File: config.mk
export PLATFORM = sky130hd
export DESIGN_NAME = conv1d_output_packer
export DESIGN_NICKNAME = d
export VERILOG_FILES = /design/src/rtl/conv1d_pkg.sv /design/src/rtl/conv1d_out_fifo.sv /design/src/rtl/conv1d_output_packer.sv
export SDC_FILE = /design/constraint.sdc
export NUM_CORES = 1
export LEC_CHECK = 0
export ABC_AREA = 1
export CORE_MARGIN = 2
export CORE_UTILIZATION = 27
export CTS_CLUSTER_DIAMETER = 80
export DETAILED_ROUTE_END_ITERATION = 8
export DONT_BUFFER_PORTS = 1
export GPL_ROUTABILITY_DRIVEN = 0
export SYNTH_ARGS = -nofsm -noshare
export SYNTH_HDL_FRONTEND = slang
export SYNTH_SLANG_ARGS = --single-unit
File: constraint.sdc
create_clock -name clk -period 6.3 [get_ports clk]
set_clock_uncertainty 0.1 [all_clocks]
set_input_delay 0.315 -clock clk [delete_from_list [all_inputs] [get_ports clk]]
set_output_delay 0.315 -clock clk [all_outputs]
set_load 0.01 [all_outputs]
File: src/rtl/conv1d_pkg.sv
// Shared types and constants for the conv1d output path.
package conv1d_pkg;

  localparam int BYTE_SIZE          = 8;
  localparam int INT32_SIZE         = 32;
  localparam int MAX_INPUT_CHANNELS = 128;

  typedef logic signed [7:0] int8_t;

  typedef struct packed {
    logic [31:0] data;
    logic [2:0]  bytes;
    logic        last;
  } out_word_t;

  function automatic int8_t smax8(input int8_t a, input int8_t b);
    return (a > b) ? a : b;
  endfunction

endpackage

File: src/rtl/conv1d_out_fifo.sv
// Synchronous word FIFO with a registered head entry; the head is what the
// consumer sees, so it is refreshed on the pop edge or when the first word lands.
module conv1d_out_fifo
  import conv1d_pkg::*;
#(
  parameter int DEPTH = 16
) (
  input  logic                       clk,
  input  logic                       reset_n,
  input  logic                       clear,
  input  logic                       push,
  input  out_word_t                  wdata,
  input  logic                       pop,
  output out_word_t                  head,
  output logic [$clog2(DEPTH):0]     level,
  output logic                       full,
  output logic                       empty
);

  localparam int AW = $clog2(DEPTH);
  localparam int LW = AW + 1;

  logic [AW-1:0] wptr_q, wptr_d;
  logic [AW-1:0] rptr_q, rptr_d;
  logic [AW-1:0] rptr_nxt;
  logic [LW-1:0] level_q, level_d;
  out_word_t     head_q, head_d;
  out_word_t     mem_q [DEPTH];
  logic          push_ok;
  logic          pop_ok;

  assign full     = (level_q == LW'(DEPTH));
  assign empty    = (level_q == LW'(0));
  assign push_ok  = push && !full;
  assign pop_ok   = pop && !empty;
  assign rptr_nxt = rptr_q + AW'(1);

  always_comb begin
    level_d = level_q;
    head_d  = head_q;
    wptr_d  = push_ok ? (wptr_q + AW'(1)) : wptr_q;
    rptr_d  = pop_ok ? rptr_nxt : rptr_q;
    case ({push_ok, pop_ok})
      2'b10: begin
        level_d = level_q + LW'(1);
        if (level_q == LW'(0)) begin
          head_d = wdata;
        end else begin
          head_d = head_q;
        end
      end
      2'b01: begin
        level_d = level_q - LW'(1);
        if (level_q == LW'(1)) begin
          head_d = '0;
        end else begin
          head_d = mem_q[rptr_nxt];
        end
      end
      // With one entry the successor slot is the one being written this cycle.
      2'b11: begin
        level_d = level_q;
        if (level_q == LW'(1)) begin
          head_d = wdata;
        end else begin
          head_d = mem_q[rptr_nxt];
        end
      end
      default: begin
        level_d = level_q;
        head_d  = head_q;
      end
    endcase
  end

  always_ff @(posedge clk) begin
    if (!reset_n || clear) begin
      wptr_q  <= '0;
      rptr_q  <= '0;
      level_q <= '0;
      head_q  <= '0;
    end else begin
      wptr_q  <= wptr_d;
      rptr_q  <= rptr_d;
      level_q <= level_d;
      head_q  <= head_d;
    end
  end

  always_ff @(posedge clk) begin
    if (push_ok) begin
      mem_q[wptr_q] <= wdata;
    end
  end

  assign head  = head_q;
  assign level = level_q;

endmodule

File: src/rtl/conv1d_output_packer.sv
// Packs the int8 result stream into little-endian 32-bit words and queues them.
// Optional CONV1D_POOL_MAX_EN adds a kernel-2/stride-2 max-pool across positions.
module conv1d_output_packer
  import conv1d_pkg::*;
#(
  parameter int DEPTH        = 16,
  parameter int MAX_CHANNELS = 128
) (
  input  logic                   clk,
  input  logic                   reset_n,
  input  logic                   clear,
  input  logic [7:0]             cfg_channels,
  input  logic                   in_valid,
  output logic                   in_ready,
  input  logic [7:0]             in_data,
  input  logic                   in_last,
  output logic                   out_valid,
  input  logic                   out_ready,
  output logic [31:0]            out_data,
  output logic [2:0]             out_bytes,
  output logic                   out_last,
  output logic [$clog2(DEPTH):0] level,
  output logic [15:0]            positions,
  output logic                   err_len
);

  localparam int CW = $clog2(MAX_CHANNELS) + 1;

  logic [31:0]   lanes_q, lanes_d;
  logic [2:0]    nbytes_q, nbytes_d;
  logic [CW-1:0] ch_cnt_q, ch_cnt_d;
  logic [CW-1:0] ch_next;
  logic [15:0]   positions_q, positions_d;
  logic          err_q, err_d;

  logic          accept;
  logic          store_en;
  logic          push;
  int8_t         pack_byte;
  logic [31:0]   word_data;
  out_word_t     push_word;
  out_word_t     head;
  logic          full;
  logic          empty;

  assign accept  = in_valid && in_ready;
  assign ch_next = ch_cnt_q + CW'(1);

`ifdef CONV1D_POOL_MAX_EN
  logic  parity_q, parity_d;
  int8_t line_buf_q [MAX_CHANNELS];

  // Even positions only fill the line buffer; odd positions emit the pooled max.
  assign pack_byte = smax8(line_buf_q[ch_cnt_q[CW-2:0]], int8_t'(in_data));
  assign store_en  = accept && parity_q;
  assign parity_d  = (accept && in_last) ? ~parity_q : parity_q;

  always_ff @(posedge clk) begin
    if (!reset_n || clear) begin
      parity_q <= 1'b0;
    end else begin
      parity_q <= parity_d;
    end
  end

  always_ff @(posedge clk) begin
    if (accept && !parity_q) begin
      line_buf_q[ch_cnt_q[CW-2:0]] <= int8_t'(in_data);
    end
  end
`else
  assign pack_byte = int8_t'(in_data);
  assign store_en  = accept;
`endif

  assign word_data = lanes_q | ({24'd0, pack_byte} << {nbytes_q[1:0], 3'b000});
  assign push      = store_en && ((nbytes_q == 3'd3) || in_last);
  assign push_word = '{data: word_data, bytes: nbytes_q + 3'd1, last: in_last};

  always_comb begin
    lanes_d     = lanes_q;
    nbytes_d    = nbytes_q;
    ch_cnt_d    = ch_cnt_q;
    err_d       = err_q;
    positions_d = positions_q;
    if (push) begin
      lanes_d  = 32'd0;
      nbytes_d = 3'd0;
    end else if (store_en) begin
      lanes_d  = word_data;
      nbytes_d = nbytes_q + 3'd1;
    end else begin
      lanes_d  = lanes_q;
      nbytes_d = nbytes_q;
    end
    // A count reaching cfg without in_last flags the error and wraps silently.
    if (accept) begin
      if (in_last) begin
        ch_cnt_d = CW'(0);
        if (8'(ch_next) != cfg_channels) begin
          err_d = 1'b1;
        end else begin
          err_d = err_q;
        end
      end else if (8'(ch_next) == cfg_channels) begin
        ch_cnt_d = CW'(0);
        err_d    = 1'b1;
      end else begin
        ch_cnt_d = ch_next;
      end
    end else begin
      ch_cnt_d = ch_cnt_q;
    end
    if (push && in_last) begin
      positions_d = positions_q + 16'd1;
    end else begin
      positions_d = positions_q;
    end
  end

  always_ff @(posedge clk) begin
    if (!reset_n || clear) begin
      lanes_q     <= 32'd0;
      nbytes_q    <= 3'd0;
      ch_cnt_q    <= '0;
      err_q       <= 1'b0;
      positions_q <= 16'd0;
    end else begin
      lanes_q     <= lanes_d;
      nbytes_q    <= nbytes_d;
      ch_cnt_q    <= ch_cnt_d;
      err_q       <= err_d;
      positions_q <= positions_d;
    end
  end

  conv1d_out_fifo #(
    .DEPTH(DEPTH)
  ) u_fifo (
    .clk     (clk),
    .reset_n (reset_n),
    .clear   (clear),
    .push    (push),
    .wdata   (push_word),
    .pop     (out_valid && out_ready),
    .head    (head),
    .level   (level),
    .full    (full),
    .empty   (empty)
  );

  assign in_ready  = !full;
  assign out_valid = !empty;
  assign out_data  = head.data;
  assign out_bytes = head.bytes;
  assign out_last  = head.last;
  assign positions = positions_q;
  assign err_len   = err_q;

endmodule

## Word level (Yosys, flattened, before mapping)

Memory sizes are Yosys's and may differ from the RTL's.
Index checks and enable logic that the tools add are counted.

- Bits in registers: 109
- Bits in latches: 0
- Memory bits (writable): 576
- Memory bits (read-only): 0
- Logic and storage cells: 61
- Memories kept: 1

Memories:

| memory | depth | width | rd ports | clocked after Yosys merged registers in | write ports | RTL line | source |
|---|---|---|---|---|---|---|---|
| u_fifo.mem_q | 16 | 36 | 1 | 0 | 1 | conv1d_out_fifo.sv:28 | `out_word_t mem_q [DEPTH];` |

- $add $sub $neg: 7
- Multipliers: 0
- Divide/modulo/power cells: 0
- Order comparisons: 0
- Eq/ne operators: 10
- Shifts and indexed selects: 1
- Multiplexer cells: 12
- Bitwise gates (word level): 1
- Reductions and logical operators: 18

Operators with widths:

| kind | count |
|---|---|
| two-way mux 36 bit | 3 |
| one-hot mux 36 bit (3 select lines) | 1 |
| bitwise OR 32 bit | 1 |
| << shifter 8 x 5 -> 32 bit | 1 |
| adder 16 x 1 -> 16 bit (second input constant) | 1 |
| two-way mux 8 bit | 2 |
| one-hot mux 5 bit (2 select lines) | 1 |
| adder 4 x 1 -> 4 bit (second input constant) | 2 |
| adder 8 x 1 -> 8 bit (second input constant) | 1 |
| equality test 8 bit | 1 |
| inequality test 8 bit | 1 |
| logical AND 1 bit | 6 |
| adder 5 x 1 -> 5 bit (second input constant) | 1 |
| equality test 5 x 1 -> 1 bit (second input constant) | 1 |
| equality test 5 bit (second input constant) | 1 |
| logical NOT 5 bit | 1 |
| two-way mux 1 bit | 5 |
| subtractor 5 x 1 -> 5 bit (second input constant) | 1 |
| equality test 2 bit (second input constant) | 2 |
| inequality test 2 x 1 -> 1 bit (second input constant) | 2 |
| nonzero test 2 bit | 2 |
| adder 3 x 1 -> 3 bit (second input constant) | 1 |
| equality test 3 x 2 -> 1 bit (second input constant) | 1 |
| logical NOT 1 bit | 3 |
| other kinds (6) | 7 |

## Longest topological paths before layout

Gate-level depths: netlist (run 1).

- Depth in word-level cells: 8
- Gate-level depth with buffers: 15
- Depth with buffers taken out: 14

## Modules after synthesis

From an unflattened synthesis (run 1), not the netlist that was laid out.

- Cell total of the unflattened synthesis: 3,084
- Area total of the unflattened synthesis: 29,742.3 sq um

Modules (own cells, without submodules):

| module | times used | cells each | area an instance (sq um) | seq. area each (sq um) |
|---|---|---|---|---|
| conv1d_out_fifo | 1 | 2,678 | 26,840.7 | 18,277.5 |
| conv1d_output_packer | 1 | 406 | 2,901.5 | 1,201.2 |

## Least setup slack after synthesis (run 1)

Ideal clock, no wire load.

- Kind: register to register
- From: reg u_fifo.level_q[0], in the netlist u_fifo.level[0]
- To: mem u_fifo.mem_q[0][0] (netlist bit) (enable)
- Library setup time: 0.474 ns
- Data arrival time: 3.858 ns
- Data required time: 5.726 ns
- Setup slack: 1.868 ns
- Cell stages (with the launch flop): 9
- Clock period less this slack: 4.432 ns
- Cells stage by stage: dfxtp_1 inv_1 ha_1 nand3_2 nand2_4 nor2_4 inv_2 clkbuf_1 nor3_1

- Cells in the longest elaborated chain, start to end: 7

RTL lines:

| what | RTL line | source |
|---|---|---|
| from (decl) | conv1d_out_fifo.sv:26 | `logic [LW-1:0] level_q, level_d;` |
| from (signal assigned) | conv1d_out_fifo.sv:85 | `level_q <= level_d;` |
| equality test 5 bit * | conv1d_out_fifo.sv:32 | `assign full = (level_q == LW'(DEPTH));` |
| logical NOT 1 bit * | conv1d_output_packer.sv:152 | `assign in_ready = !full;` |
| net in_ready | conv1d_output_packer.sv:14 | `output logic in_ready,` |
| logical AND 1 bit | conv1d_output_packer.sv:46 | `assign accept = in_valid && in_ready;` |
| logical AND 1 bit | conv1d_output_packer.sv:77 | `assign push = store_en && ((nbytes_q == 3'd3) \|\| in_last);` |
| logical AND 1 bit * | conv1d_out_fifo.sv:34 | `assign push_ok = push && !full;` |
| net u_fifo.push_ok | conv1d_out_fifo.sv:29 | `logic push_ok;` |
| two-way mux 1 bit * | conv1d_out_fifo.sv:91 | `if (push_ok) begin` |
| two-way mux 1 bit (implied by the code) * | conv1d_out_fifo.sv:92 | `mem_q[wptr_q] <= wdata;` |
| to (decl) | conv1d_out_fifo.sv:28 |  |

Mark *: on every way through the listed nets, which the timed path passes. The rest lies on a longest branch.

## Final worst setup path (run 1)

- From: reg u_fifo.level_q[0], in the netlist u_fifo.level[0]
- To: reg u_fifo.head_q (netlist bit u_fifo.head[17])

RTL lines:

| what | RTL line | source |
|---|---|---|
| logical NOT 5 bit * | conv1d_out_fifo.sv:33 | `assign empty = (level_q == LW'(0));` |
| logical NOT 1 bit * | conv1d_output_packer.sv:153 | `assign out_valid = !empty;` |
| net out_valid | conv1d_output_packer.sv:17 | `output logic out_valid,` |
| logical AND 1 bit | conv1d_output_packer.sv:145 | `.pop (out_valid && out_ready),` |
| logical AND 1 bit * | conv1d_out_fifo.sv:35 | `assign pop_ok = pop && !empty;` |
| net u_fifo.pop_ok | conv1d_out_fifo.sv:30 | `logic pop_ok;` |
| equality test 2 bit / equality test 2 x 1 -> 1 bit (equally long branches) | conv1d_out_fifo.sv:43 | `case ({push_ok, pop_ok})` |
| inequality test 2 x 1 -> 1 bit (no source line) / nonzero test 3 bit (equally long branches) | n/a |  |
| AND reduction 2 bit (no source line) | n/a |  |
| to (signal assigned) | conv1d_out_fifo.sv:81 | `head_q <= '0;` |
| to (signal assigned) | conv1d_out_fifo.sv:86 | `head_q <= head_d;` |
| to (decl) | conv1d_out_fifo.sv:27 | `out_word_t head_q, head_d;` |

Marked as above.
A chain may end at the register's enable or synchronous reset.

==> impl_metrics.env, run 1 <==
export IMPL_outcome="completed"
export IMPL_ir_drop_mv=0.196
export IMPL_syn_inst=2665
export IMPL_crit_slowest_cell="nor2_4"
export IMPL_cts_made_buffers=73
export IMPL_p_leak_nw=11.1
export IMPL_grt_pass1_vias=18700
export IMPL_clock_latency_ns=0.62
export IMPL_clock_sinks=685
export IMPL_power_density_nw_per_um2=295
export IMPL_finalSetupViolations=0
export IMPL_io_pins=82
export IMPL_drv_slew=0
export IMPL_fin_tns_setup_ns=0
export IMPL_rows=118
export IMPL_wirelength_um=79600
export IMPL_synth_distinct_cells=35
export IMPL_wl_per_cell_um=19.6
export IMPL_grt_ovfl_total=0
export IMPL_cts_tree="built"
export IMPL_post_cts_setup_buffers=0
export IMPL_rsz0062_at_grt="false"
export IMPL_post_drt_via_cell_ratio=4.84
export IMPL_critPathMaxFanout=37
export IMPL_end_kind="flop"
export IMPL_cp_common_cell="inv_1"
export IMPL_fmax_mhz=247
export IMPL_start_util=0.273
export IMPL_core_um2=104000
export IMPL_dieArea_um2=108000
export IMPL_cts_buffer_depth=3
export IMPL_path_class="reg -> reg"
export IMPL_ys_seq_area_frac=0.686
export IMPL_grt_start_max_net_pins=138
export IMPL_synth_seq_cells=685
export IMPL_async_flop_share=0
export IMPL_whs_ns=0.0250
export IMPL_crit_buf_inv=3
export IMPL_clk_pin_slew_worst_paths_ns=0.06
export IMPL_hold_viol_final=0
export IMPL_cts_root_buf="clkbuf_16"
export IMPL_path_delay_family="simple AND/OR/NAND/NOR gates"
export IMPL_port_buffers=0
export IMPL_hpwlAfterDp_um=41500
export IMPL_synth_edf_count=576
export IMPL_htreeDepth=3
export IMPL_cp_start_kind="flop"
export IMPL_die_h_um=328
export IMPL_drc=0
export IMPL_final_area_um2=32300
export IMPL_grt_pass1_wl_um=120000
export IMPL_post_cts_resized=0
export IMPL_syn_to_final_growth_pct=13.7
export IMPL_place_area_um2=29900
export IMPL_first_pass_iters=6
export IMPL_antenna_found_initial=3
export IMPL_avgSynthCellArea_um2=10.7
export IMPL_die_w_um=328
export IMPL_fin_crit_sh=0.642
export IMPL_finalWorstSetupSlack_ns=2.26
export IMPL_syn_nets=2702
export IMPL_place_ws_ns=2.39
export IMPL_ys_flop_type="edfxtp_1"
export IMPL_grt_use_total=0.145
export IMPL_arrival_ns=4.48
export IMPL_num_vias=19700
export IMPL_max_slew_margin_rel=0.180
export IMPL_worst_pin_slew_ns=1.23
export IMPL_maxCapViolCount=0
export IMPL_drt_iter0_markers=1994
export IMPL_fin_util=0.311
export IMPL_required_ns=6.74
export IMPL_slowest_delay_ns=0.94
export IMPL_ys_warn_count=0
export IMPL_path_cells="inv_1 > ha_1 > nand3_2 > nand2_2 > inv_1 > ha_1 > inv_1 > nor2_4 > nand2_1 > nand2_1 > a21oi_1 > nor2_1"
export IMPL_final_nets=2664
export IMPL_antenna_left=0
export IMPL_syn_area_um2=28400
export IMPL_hp_class="in -> reg"
export IMPL_layout_min_cycle_time_ns=4.04
export IMPL_layout_drive_gt1_share=0.0756
## sequential cells by signal, indices dropped and copies added (netlist names)
name and cells:
positions 16, lanes_q 32, u_fifo.head 36, u_fifo.rptr_q 4, u_fifo.mem_q 576, u_fifo.wptr_q 4
ch_cnt_q 8, err_len 1, u_fifo.level 5, nbytes_q 3
## cell families after synthesis
logic type / after synthesis / synth area share
buffers and inverters: 251 / 0.0378
AND/OR/NAND/NOR: 1399 / 0.211
AO/OA/AOI/OAI: 309 / 0.0564
adder cells (fa/ha/maj): 15 / 0.00661
XOR/XNOR: 6 / 0.00211
flip-flops: 685 / 0.686
## placed cells by master, fill, tap and decap left out, drive strengths merged
cell	instances
o21ai	108
xnor2	1
nand2	759
a31oi	12
dfxtp	109
edfxtp	576
nand3	472
a21oi	169
buf	36
o21bai	1
xor2	5
bufinv	3
clkbuf	107
clkinv	18
dlygate4sd3	10
nor4	2
nor3	10
or2	26
inv	96
nand3b	3
and2	1
clkinvlp	2
o211ai	8
nor2	119
diode	1
ha	15
nand4	7
o21a	3
o22ai	8
## report_power, final
part / internal [W] / total, W / switching, W
sequential: 0.00491 / 0.00492 / 0.0000180
clock: 0.00238 / 0.00413 / 0.00176
combinational: 0.000115 / 0.000454 / 0.000339
total: 0.00740 / 0.00951 / 0.00211
## layer usage
| metal | GRT usage | vias to the layer above | wire length [µm] |
|---|---|---|---|
| met5 | 0 | - | 39 |
| met4 | 0.0386 | 6 | 1530 |
| met3 | 0.0336 | 113 | 7210 |
| met2 | 0.233 | 751 | 36900 |
| met1 | 0.195 | 9591 | 33900 |
| li1 | - | 9219 | - |
## cell usage after synthesis, types with 2 or more instances
| cell | instances | area share |
|---|---|---|
| nand2_1 | 756 | 0.10 |
| edfxtp_1 | 576 | 0.61 |
| nand3_1 | 470 | 0.083 |
| a21oi_1 | 169 | 0.030 |
| nor2_1 | 115 | 0.015 |
| dfxtp_1 | 109 | 0.077 |
| buf_2 | 86 | 0.015 |
| inv_1 | 86 | 0.011 |
| o21ai_0 | 77 | 0.014 |
| clkbuf_1 | 58 | 0.0077 |
| o21ai_1 | 31 | 0.0055 |
| or2_2 | 26 | 0.0057 |
| ha_1 | 15 | 0.0066 |
| a31oi_1 | 12 | 0.0026 |
| buf_1 | 10 | 0.0013 |
| nor3_1 | 10 | 0.0018 |
| o211ai_1 | 8 | 0.0021 |
| o22ai_1 | 8 | 0.0018 |
| nand4_1 | 7 | 0.0015 |
| xor2_1 | 5 | 0.0015 |
| buf_4 | 4 | 0.0011 |
| inv_2 | 4 | 0.00053 |
| nand3b_1 | 3 | 0.00079 |
| nor2_4 | 3 | 0.0012 |
| o21a_1 | 3 | 0.00079 |
| clkinv_1 | 2 | 0.00026 |
| nand2_2 | 2 | 0.00044 |
| nand3_2 | 2 | 0.00070 |
| nor4_1 | 2 | 0.00044 |
## worst paths after layout
kind	startpoint	cells after the start	slack [ns]	end
max	u_fifo.level[0]$_SDFFE_PP0P_	12	2.26	u_fifo.head[17]$_SDFFE_PP0P_
min	cfg_channels[7]	5	0.03	ch_cnt_q[1]$_SDFFE_PP0P_
max reg2reg	u_fifo.level[0]$_SDFFE_PP0P_	12	2.26	u_fifo.head[17]$_SDFFE_PP0P_
min reg2reg	lanes_q[18]$_SDFFE_PP0P_	2	0.35	lanes_q[18]$_SDFFE_PP0P_
## worst min-delay path, stage by stage
cell and delay (ns):
nand3_1 0.06, nand2_1 0.08, nand3_1 0.10, nand4_1 0.09, a21oi_1 0.05
## metrics by stage
step                power, W  instances
CTS                  0.00958       4066
global route         0.00980       4066
floorplan            0.00532       2665
finish               0.00951       4067
global placement     0.00546       3922
detailed placement   0.00546       3922
## area by class of cell
| class | count | area (µm²) |
|---|---|---|
| well taps | 1380 | 1730 |
| multi-input cells | 1729 | 8040 |
| clock inverters | 27 | 251 |
| clock buffers | 107 | 2030 |
| repair buffers | 46 | 395 |
| fillers | 10500 | 71700 |
| flip-flops and latches | 685 | 19500 |
| diodes | 1 | 2.50 |
| inverters | 92 | 355 |
## timing repair
action                                 4_1_cts  5_1_grt
setup endpoints to repair                    0        0
endpoints found under the hold margin       54        0
hold buffers                                10        0
Note: power is estimated with default switching activity, not from simulation.
==> run 2, diff against run 1 <==
==> constraint.sdc (replaced) <==
create_clock -name clk -period 3.7 [get_ports clk]
set_clock_uncertainty 0.1 [all_clocks]
set_input_delay 0.185 -clock clk [delete_from_list [all_inputs] [get_ports clk]]
set_output_delay 0.185 -clock clk [all_outputs]
set_load 0.01 [all_outputs]
==> impl_metrics.env, run 2 (synthesized netlist as in run 1, its figures left out) <==
export IMPL_outcome="completed"
export IMPL_critPathMaxFanout=7
export IMPL_final_common_cell="nand2_1"
export IMPL_maxCapViolCount=0
export IMPL_hold_viol_final=0
export IMPL_ir_drop_mv=0.343
export IMPL_power_switching_w=0.00354
export IMPL_io_pins=82
export IMPL_die_h_um=328
export IMPL_grt_pass1_vias=18300
export IMPL_swShare=0.223
export IMPL_r2r_start="ch_cnt_q[0]$_SDFFE_PP0P_"
export IMPL_place_ws_ns=0.554
export IMPL_fin_util=0.313
export IMPL_port_buffers=0
export IMPL_die_w_um=328
export IMPL_rows=118
export IMPL_cts_buffer_depth=3
export IMPL_final_nets=2703
export IMPL_hp_class="reg -> reg"
export IMPL_grt_ovfl_total=0
export IMPL_hpwlAfterDp_um=43700
export IMPL_p_leak_nw=11.3
export IMPL_post_cts_setup_buffers=0
export IMPL_finalSetupViolations=0
export IMPL_cts_tree="built"
export IMPL_top_register="u_fifo.mem_q"
export IMPL_path_cells="ha_2 > nand3_1 > nand2_1 > nand2_1 > nand2_1 > nand2_1 > inv_1 > nand3_1 > dlygate4sd3_1 > nor2_1 > dlygate4sd3_1 > nand3_1 > dlygate4sd3_1 > nand3_1 > a21oi_1"
export IMPL_core_um2=104000
export IMPL_finalWorstSetupSlack_ns=0.245
export IMPL_antenna_left=0
export IMPL_combPwrFrac=0.052
export IMPL_start_util=0.273
export IMPL_dieArea_um2=108000
export IMPL_hold_depth=2
export IMPL_syn_to_final_growth_pct=14.7
export IMPL_drv_slew=0
export IMPL_drt_iter0_markers=2148
export IMPL_cts_made_buffers=69
export IMPL_grt_pass1_wl_um=119000
export IMPL_power_density_nw_per_um2=487
export IMPL_power_w=0.0159
export IMPL_worst_pin_slew_ns=0.914
export IMPL_hold_start="lanes_q[23]$_SDFFE_PP0P_"
export IMPL_r2r_cells=15
export IMPL_power_frac_seq=0.527
export IMPL_drc=0
export IMPL_required_ns=4.06
export IMPL_fmax_mhz=289
export IMPL_slowest_delay_ns=0.59
export IMPL_grt_start_max_net_pins=181
export IMPL_cp_start_kind="flop"
export IMPL_crit_slowest_cell="dlygate4sd3_1"
export IMPL_antenna_found_initial=8
export IMPL_arrival_ns=3.81
export IMPL_fillerInstances=10500
export IMPL_wl_per_cell_um=19.5
export IMPL_fin_crit_sh=0.934
export IMPL_clock_sinks=685
export IMPL_p_int_w=0.0123
export IMPL_max_slew_margin_rel=0.390
export IMPL_post_drt_via_cell_ratio=4.81
export IMPL_end_kind="flop"
export IMPL_clkPwrFrac=0.421
export IMPL_fin_tns_setup_ns=0
export IMPL_first_pass_iters=5
export IMPL_wirelength_um=79900
export IMPL_cts_root_buf="clkbuf_16"
export IMPL_clock_latency_ns=0.62
export IMPL_largest_reg_flops=576
export IMPL_grt_use_total=0.145
export IMPL_clk_pin_slew_worst_paths_ns=0.06
export IMPL_htreeDepth=3
export IMPL_num_vias=19700
export IMPL_path_class="reg -> reg"
export IMPL_layout_min_cycle_time_ns=3.46
export IMPL_rsz0062_at_grt="false"
export IMPL_crit_start="ch_cnt_q[0]$_SDFFE_PP0P_"
export IMPL_layout_common_cells="nand2_1 (756), edfxtp_1 (576), nand3_1 (469)"
export IMPL_layout_drive_gt1_share=0.0828
run 2: through the flow:
step / hold slack [ns] / cells / area [µm²]
after floorplan: 0.184 / 2665 / 28400
after global placement: 0.187 / 3956 / 30300
after detailed placement: 0.187 / 3956 / 30300
after CTS: 0.356 / 4099 / 32600
after global routing: 0.371 / 4100 / 32600
final: 0.354 / 4102 / 32600
run 2: critical path, delay by kind of cell, from the launching register on:
kind                       cells  cell delay, ns
DFF                            1            0.42
adders and majority gates      1            0.30
buffers and inverters          4            1.74
and+or+nand+nor                9            0.66
AOI/OAI and AO/OA              1            0.08
run 2: final timing paths:
path,endpoint,slack [ns]
worst max-delay path,err_len$_SDFFE_PP0P_,0.24
worst min-delay path,lanes_q[23]$_SDFFE_PP0P_,0.35
worst max register to register,err_len$_SDFFE_PP0P_,0.24
worst min register to register,lanes_q[23]$_SDFFE_PP0P_,0.35
run 2: power by group through the flow:
stage	combinational (W)	clock, W	sequential, W
3_3_place_gp	0.000783	0	0.00854
5_1_grt	0.000900	0.00706	0.00838
6_report	0.000821	0.00668	0.00838
3_5_place_dp	0.000786	0	0.00854
4_1_cts	0.000818	0.00676	0.00838
2_1_floorplan	0.000520	0	0.00853
run 2: timing repair:
action,4_1_cts,5_1_grt
endpoints found under the setup margin,0,1
gates resized for setup,0,1
endpoints found under the hold margin,94,0
hold buffers,19,0
run 2: area by class of cell:
type                       instances  area, µm²  share of cell area
multi-input combinational       1729       8050               0.247
inverter                          92        355              0.0109
antenna                            3       7.51            0.000230
tap                             1380       1730              0.0530
sequential                       685      19500               0.598
clock buffer                     100       1930              0.0591
clock inverter                    24        191             0.00588
timing repair buffer              89        841              0.0258
run 2: routing by layer:
metal  GRT usage  share of wire  up-vias
met5           0        0.00095        -
met4      0.0407          0.020       10
met3      0.0314          0.078      112
met2       0.236           0.47      708
met1       0.195           0.43     9615
li1            -              -     9280
